### src/rtl/calc_pkg.sv
// Shared definitions for the calculator clock-rate controller slice.
package calc_pkg;

    // Default width of the divisor and the half-period counter
    localparam int DIV_W_DEF = 32;

    // Controller states: stopped, running, running with a divisor queued
    typedef enum logic [1:0] {
        IDLE = 2'd0,
        RUN  = 2'd1,
        PEND = 2'd2
    } rate_state_t;

endpackage

### src/rtl/clk_rate_ctrl_if.sv
// Divisor-configuration handshake between a host and clk_rate_ctrl.
interface clk_rate_ctrl_if
    import calc_pkg::*;
#(
    parameter int DIV_W = DIV_W_DEF
);
    logic             cfg_valid;
    logic [DIV_W-1:0] cfg_div;
    logic             cfg_ready;
    logic             cfg_err;
    logic             busy;

    modport master (
        output cfg_valid,
        output cfg_div,
        input  cfg_ready,
        input  cfg_err,
        input  busy
    );

    modport slave (
        input  cfg_valid,
        input  cfg_div,
        output cfg_ready,
        output cfg_err,
        output busy
    );
endinterface

### src/rtl/clk_rate_ctrl_div_counter.sv
// Half-period divide counter with registered clk_out and tick outputs.
// While run is low the counter and clk_out are parked at zero.
module div_counter #(
    parameter int DIV_W = 32
) (
    input  logic             clk,
    input  logic             rst,
    input  logic             run,
    input  logic [DIV_W-1:0] div_active,
    output logic             tc,
    output logic             clk_out,
    output logic             tick
);

    logic [DIV_W-1:0] count;

    assign tc = run && (count == (div_active - DIV_W'(1)));

    // Count half-periods; toggle clk_out and strobe tick at terminal count
    always_ff @(posedge clk or negedge rst) begin
        if (!rst) begin
            count   <= '0;
            clk_out <= 1'b0;
            tick    <= 1'b0;
        end else if (!run) begin
            count   <= '0;
            clk_out <= 1'b0;
            tick    <= 1'b0;
        end else if (tc) begin
            count   <= '0;
            clk_out <= ~clk_out;
            tick    <= 1'b1;
        end else begin
            count   <= count + DIV_W'(1);
            tick    <= 1'b0;
        end
    end

endmodule

### src/rtl/clk_rate_ctrl.sv
// Run-time slow-clock controller: accepts divisors over a valid/ready
// handshake and applies divisor changes and stops only on the falling
// edge of clk_out, so downstream logic never sees a runt pulse.
module clk_rate_ctrl
    import calc_pkg::*;
#(
    parameter int          DIV_W   = DIV_W_DEF,
    parameter int unsigned DEF_DIV = 50000000
) (
    input  logic                  clk,
    input  logic                  rst,
    input  logic                  en,
    clk_rate_ctrl_if.slave        cfg,
    output logic                  clk_out,
    output logic                  tick
);

    rate_state_t      state, state_n;
    logic [DIV_W-1:0] div_active, div_active_n;
    logic [DIV_W-1:0] div_pend, div_pend_n;
    logic             cfg_err_n;
    logic             tc;
    logic             fpb;
    logic             xfer;
    logic             div_zero;

    assign cfg.cfg_ready = (state != PEND);
    assign cfg.busy      = (state == PEND);
    assign xfer          = cfg.cfg_valid && cfg.cfg_ready;
    assign div_zero      = (cfg.cfg_div == '0);
    assign fpb           = tc && clk_out;

    div_counter #(
        .DIV_W (DIV_W)
    ) u_div_counter (
        .clk        (clk),
        .rst        (rst),
        .run        (state != IDLE),
        .div_active (div_active),
        .tc         (tc),
        .clk_out    (clk_out),
        .tick       (tick)
    );

    // State, divisor and error registers
    always_ff @(posedge clk or negedge rst) begin
        if (!rst) begin
            state       <= IDLE;
            div_active  <= DIV_W'(DEF_DIV);
            div_pend    <= '0;
            cfg.cfg_err <= 1'b0;
        end else begin
            state       <= state_n;
            div_active  <= div_active_n;
            div_pend    <= div_pend_n;
            cfg.cfg_err <= cfg_err_n;
        end
    end

    // Next-state logic: accept divisors and commit them or stop at the period boundary.
    // A divisor accepted on the same edge as a stop request defers the stop to the next boundary.
    always_comb begin
        state_n      = state;
        div_active_n = div_active;
        div_pend_n   = div_pend;
        cfg_err_n    = xfer && div_zero;

        case (state)
            IDLE: begin
                if (xfer && !div_zero) begin
                    div_active_n = cfg.cfg_div;
                end
                if (en) begin
                    state_n = RUN;
                end
            end
            RUN: begin
                if (xfer && !div_zero) begin
                    div_pend_n = cfg.cfg_div;
                    state_n    = PEND;
                end else if (fpb && !en) begin
                    state_n = IDLE;
                end
            end
            PEND: begin
                if (fpb) begin
                    div_active_n = div_pend;
                    state_n      = en ? RUN : IDLE;
                end
            end
            default: begin
                state_n = IDLE;
            end
        endcase
    end

endmodule

### src/flat_wrapper.sv
// flat-port wrapper written by rule: the top's interface ports become plain ports
module clk_rate_ctrl_flat import calc_pkg::*;
#(
    parameter int          DIV_W   = DIV_W_DEF,
    parameter int unsigned DEF_DIV = 50000000
)
  (clk, rst, en, clk_out, tick, cfg_cfg_valid, cfg_cfg_div, cfg_cfg_ready, cfg_cfg_err, cfg_busy);
  clk_rate_ctrl_if #(.DIV_W(DIV_W)) cfg_i ();
  input  logic clk;
  input  logic rst;
  input  logic en;
  output logic clk_out;
  output logic tick;
  input wire logic [$bits(cfg_i.cfg_valid)-1:0] cfg_cfg_valid;
  input wire logic [$bits(cfg_i.cfg_div)-1:0] cfg_cfg_div;
  output wire logic [$bits(cfg_i.cfg_ready)-1:0] cfg_cfg_ready;
  output wire logic [$bits(cfg_i.cfg_err)-1:0] cfg_cfg_err;
  output wire logic [$bits(cfg_i.busy)-1:0] cfg_busy;
  assign cfg_i.cfg_valid = cfg_cfg_valid;
  assign cfg_i.cfg_div = cfg_cfg_div;
  assign cfg_cfg_ready = cfg_i.cfg_ready;
  assign cfg_cfg_err = cfg_i.cfg_err;
  assign cfg_busy = cfg_i.busy;
  clk_rate_ctrl #(.DIV_W(DIV_W), .DEF_DIV(DEF_DIV)) u_core (.clk(clk), .rst(rst), .en(en), .cfg(cfg_i), .clk_out(clk_out), .tick(tick));
endmodule
### config.mk
export PLATFORM = sky130hd
export DESIGN_NAME = clk_rate_ctrl_flat
export DESIGN_NICKNAME = d
export VERILOG_FILES = /design/src/rtl/calc_pkg.sv /design/src/rtl/clk_rate_ctrl_if.sv /design/src/rtl/clk_rate_ctrl_div_counter.sv /design/src/rtl/clk_rate_ctrl.sv /design/src/flat_wrapper.sv
export SDC_FILE = /design/constraint.sdc
export NUM_CORES = 1
export LEC_CHECK = 0
export ABC_AREA = 1
export CAP_MARGIN = 5
export CORE_MARGIN = 10
export CORE_UTILIZATION = 60
export CTS_CLUSTER_SIZE = 20
export DETAILED_ROUTE_END_ITERATION = 10
export PLACE_DENSITY = 0.8
export SETUP_SLACK_MARGIN = 0.15
export SYNTH_ARGS = -nofsm -noshare
export SYNTH_HDL_FRONTEND = slang
export SYNTH_HIERARCHICAL = 1
export SYNTH_SLANG_ARGS = --single-unit
### constraint.sdc
create_clock -name clk -period 3.14 [get_ports clk]
set_input_delay 0.628 -clock clk [delete_from_list [all_inputs] [get_ports clk]]
set_output_delay 0.628 -clock clk [all_outputs]
set_load 0.02 [all_outputs]
==> results.sh <==
export IMPL_clkLatencyLatePin_ns=0.36
export IMPL_finalClockSkew_ns=0.00599
export IMPL_instances_no_fill=1119
export IMPL_cp_required_ns=3.39
export IMPL_io_pins=41
export IMPL_yosysWarnings=6
export IMPL_cpPeakStageDelay_ns=0.46
export IMPL_multi_input_area_sq_um=3610
export IMPL_clkPwrFrac=0.457
export IMPL_r2r_slack_ns=0.36
export IMPL_hpwl_um=11600
export IMPL_avgSynthCellArea_sq_um=7.23
export IMPL_fin_crit_sh=0.885
export IMPL_critical_path_arrival_ns=3.03
export IMPL_postLayoutCellArea_sq_um=7560
export IMPL_cts_sinks=101
export IMPL_grt_pass1_wl_um=26400
export IMPL_drtIter0Drc=486
export IMPL_rsz0062_at_grt="no"
export IMPL_drive_gt1_frac=0.186
export IMPL_max_cap_viol_count=0
export IMPL_antennaDiodeCount=0
export IMPL_placed_area_sq_um=7200
export IMPL_path_max_fanout=17
export IMPL_rows=38
export IMPL_cts_tree="yes"
export IMPL_cpMaxStageDelayCell="dfrtp_1"
export IMPL_grt_max_degree=53
export IMPL_relSlewSlack=0.554
export IMPL_cts_made_buffers=9
export IMPL_ir_drop_v=0.000513
export IMPL_path_delay_family="simple AND/OR/NAND/NOR gates"
export IMPL_ys_seq_elements=101
export IMPL_power_switching_w=0.000599
export IMPL_vias=5864
export IMPL_fp_dieArea_sq_um=16000
export IMPL_synth_area_sq_um=6790
export IMPL_p_leak_nw=3.48
export IMPL_clockBufferDepth=2
export IMPL_min_period_ns=2.78
export IMPL_slew_violations=0
export IMPL_crit_start="u_core/div_active[5]"
export IMPL_crit_chain="nor2_2 -> nand2_1 -> nor2_8 -> nand3_1 -> nand2_1 -> o21ai_0 -> nor2_1 -> nand3_1 -> nor2_2 -> nand2_2 -> nor2_1 -> nand2_1 -> inv_1 -> nand2_1 -> buf_4 -> nand3_1 -> nand2_1"
export IMPL_critPathBufInv=2
export IMPL_setup_viol=0
export IMPL_fmax_ghz=0.360
export IMPL_initial_core_util=0.618
export IMPL_drc=0
export IMPL_path_clk_slew_ns=0.07
export IMPL_outcome="completed"
export IMPL_pwr_share_comb=0.040
export IMPL_final_nets=1012
export IMPL_synth_cell_types=37
export IMPL_die_y_um=126
export IMPL_critPathLaunchType="register"
export IMPL_routedWlPerCell_um=13.9
export IMPL_grt_antenna_before_repair=0
export IMPL_core_sq_um=11000
export IMPL_grt_overflow_total=0
export IMPL_htreeDepth=3
export IMPL_place_congestion=0.934
export IMPL_p_seq_frac=0.503
export IMPL_syn_to_final_growth_pct=11.3
export IMPL_ant_nets=0
export IMPL_die_w_um=126
export IMPL_swShare=0.232
export IMPL_final_hold_viol_count=0
export IMPL_hold_buffers=0
export IMPL_vias_per_cell=5.24
export IMPL_holdCritPathClass="in -> async"
export IMPL_rr_startpoint="u_core/div_active[5]"
export IMPL_intPower_w=0.00199
export IMPL_ys_seq_area_frac=0.374
export IMPL_setup_worst_path_class="reg -> reg"
export IMPL_dp_cells=1102
export IMPL_drtPass1Iterations=5
export IMPL_regArea_sq_um=2540
export IMPL_fin_setup_tns_ns=0
export IMPL_fillers=967
export IMPL_grt_pass1_vias=5523
export IMPL_io_buffers=40
export IMPL_worst_pin_slew_ns=0.669
export IMPL_cts_root_buf="clkbuf_16"
export IMPL_end_kind="register"
export IMPL_drt_wl_total_um=15500
export IMPL_grt_usage=0.196
export IMPL_syn_inst=939
export IMPL_synth_nets=977
export IMPL_cpMostUsedCell="nand2_1"
export IMPL_power_density_nw_per_um2=342
==> state kept, by name, summed over array words and instances, names as in the netlist <==
register / flops
u_core/u_div_counter/tick: 1
u_core/div_pend: 32
u_core/u_div_counter/clk_out: 1
u_core/cfg.cfg_err: 1
u_core/div_active: 32
u_core/u_div_counter/count: 32
u_core/state: 2
==> Yosys cell counts, drive strengths merged <==
library cell,count,share of area
a21o,1,0.0011
and2,1,0.00092
buf,19,0.033
clkbuf,8,0.0050
dfrtp,89,0.33
dfstp,12,0.046
ha,2,0.0037
inv,108,0.060
nand2,317,0.19
nand3,61,0.048
nand3b,7,0.0077
nand4,12,0.011
nor2,147,0.11
nor3,17,0.013
nor4,3,0.0037
o21ai,81,0.075
o21bai,4,0.0044
o22ai,1,0.00092
xnor2,14,0.018
xor2,35,0.045
==> stage by stage <==
stage / util / total power, W / hold slack (ns) / setup WS, ns
2_1_floorplan: - / 0.00135 / 0.332 / 0.641
3_3_place_gp: 0.655 / 0.00143 / 0.464 / 0.438
3_5_place_dp: 0.655 / 0.00143 / 0.468 / 0.330
4_1_cts: 0.684 / 0.00260 / 0.337 / 0.288
5_1_grt: 0.688 / 0.00266 / 0.358 / 0.0965
6_report: 0.688 / 0.00259 / 0.312 / 0.361
==> cells in the final DEF (no fill, tap or decap), types with 28 or more instances in the layout <==
| cell | count |
|---|---|
| o21ai_2 | 28 |
| inv_1 | 86 |
| nand2_2 | 28 |
| dfrtp_1 | 88 |
| xor2_1 | 35 |
| nand2_1 | 286 |
| nor2_1 | 93 |
| clkdlybuf4s50_1 | 39 |
| nor2_2 | 47 |
| nand3_1 | 58 |
| o21ai_0 | 47 |
==> layout make-up <==
class                      instances  area share
multi-input combinational        703       0.477
sequential                       101       0.336
timing repair buffer              51      0.0678
inverter                         108      0.0536
clock buffer                       9      0.0298
tap                              140      0.0232
clock inverter                     7      0.0117
==> power by group through the flow <==
stage,sequential (W),clock (W),combinational [W]
final,0.00130,0.00118,0.000104
after global routing,0.00130,0.00124,0.000118
after CTS,0.00130,0.00120,0.000107
after detailed placement,0.00133,0,0.000107
after global placement,0.00133,0,0.000107
after floorplan,0.00133,0,0.0000244
==> final timing paths <==
path,cells past startpoint,endpoint
min reg2reg,2,u_core/div_pend[20]
min in group clk,2,u_core/div_pend[20]
min,1,u_core/u_div_counter/count[6]
max in group asynchronous,2,u_core/div_active[13]
max,17,u_core/div_active[27]
max reg2reg,17,u_core/div_active[27]
==> logic make-up after synthesis <==
logic type,share of synthesized area
and+or+nand+nor,0.380
buffers and inverters,0.0973
DFF,0.374
AOI/OAI and AO/OA,0.0816
xor gates and xnor gates,0.0632
adders and majority gates,0.00368
==> metal layers <==
| layer | share of wire | vias up | GRT usage |
|---|---|---|---|
| met1 | 0.47 | 2663 | 0.266 |
| li1 | - | 2996 | - |
| met4 | 0.017 | 0 | 0.0563 |
| met2 | 0.46 | 178 | 0.306 |
| met3 | 0.054 | 27 | 0.0450 |
| met5 | 0 | - | 0 |
==> what timing repair did <==
item,in CTS,in global routing
setup endpoints to repair,0,32
setup buffers,0,1
endpoints found under the hold margin,0,0
gates resized for setup,0,14
Power figures use the tool's default switching activity.
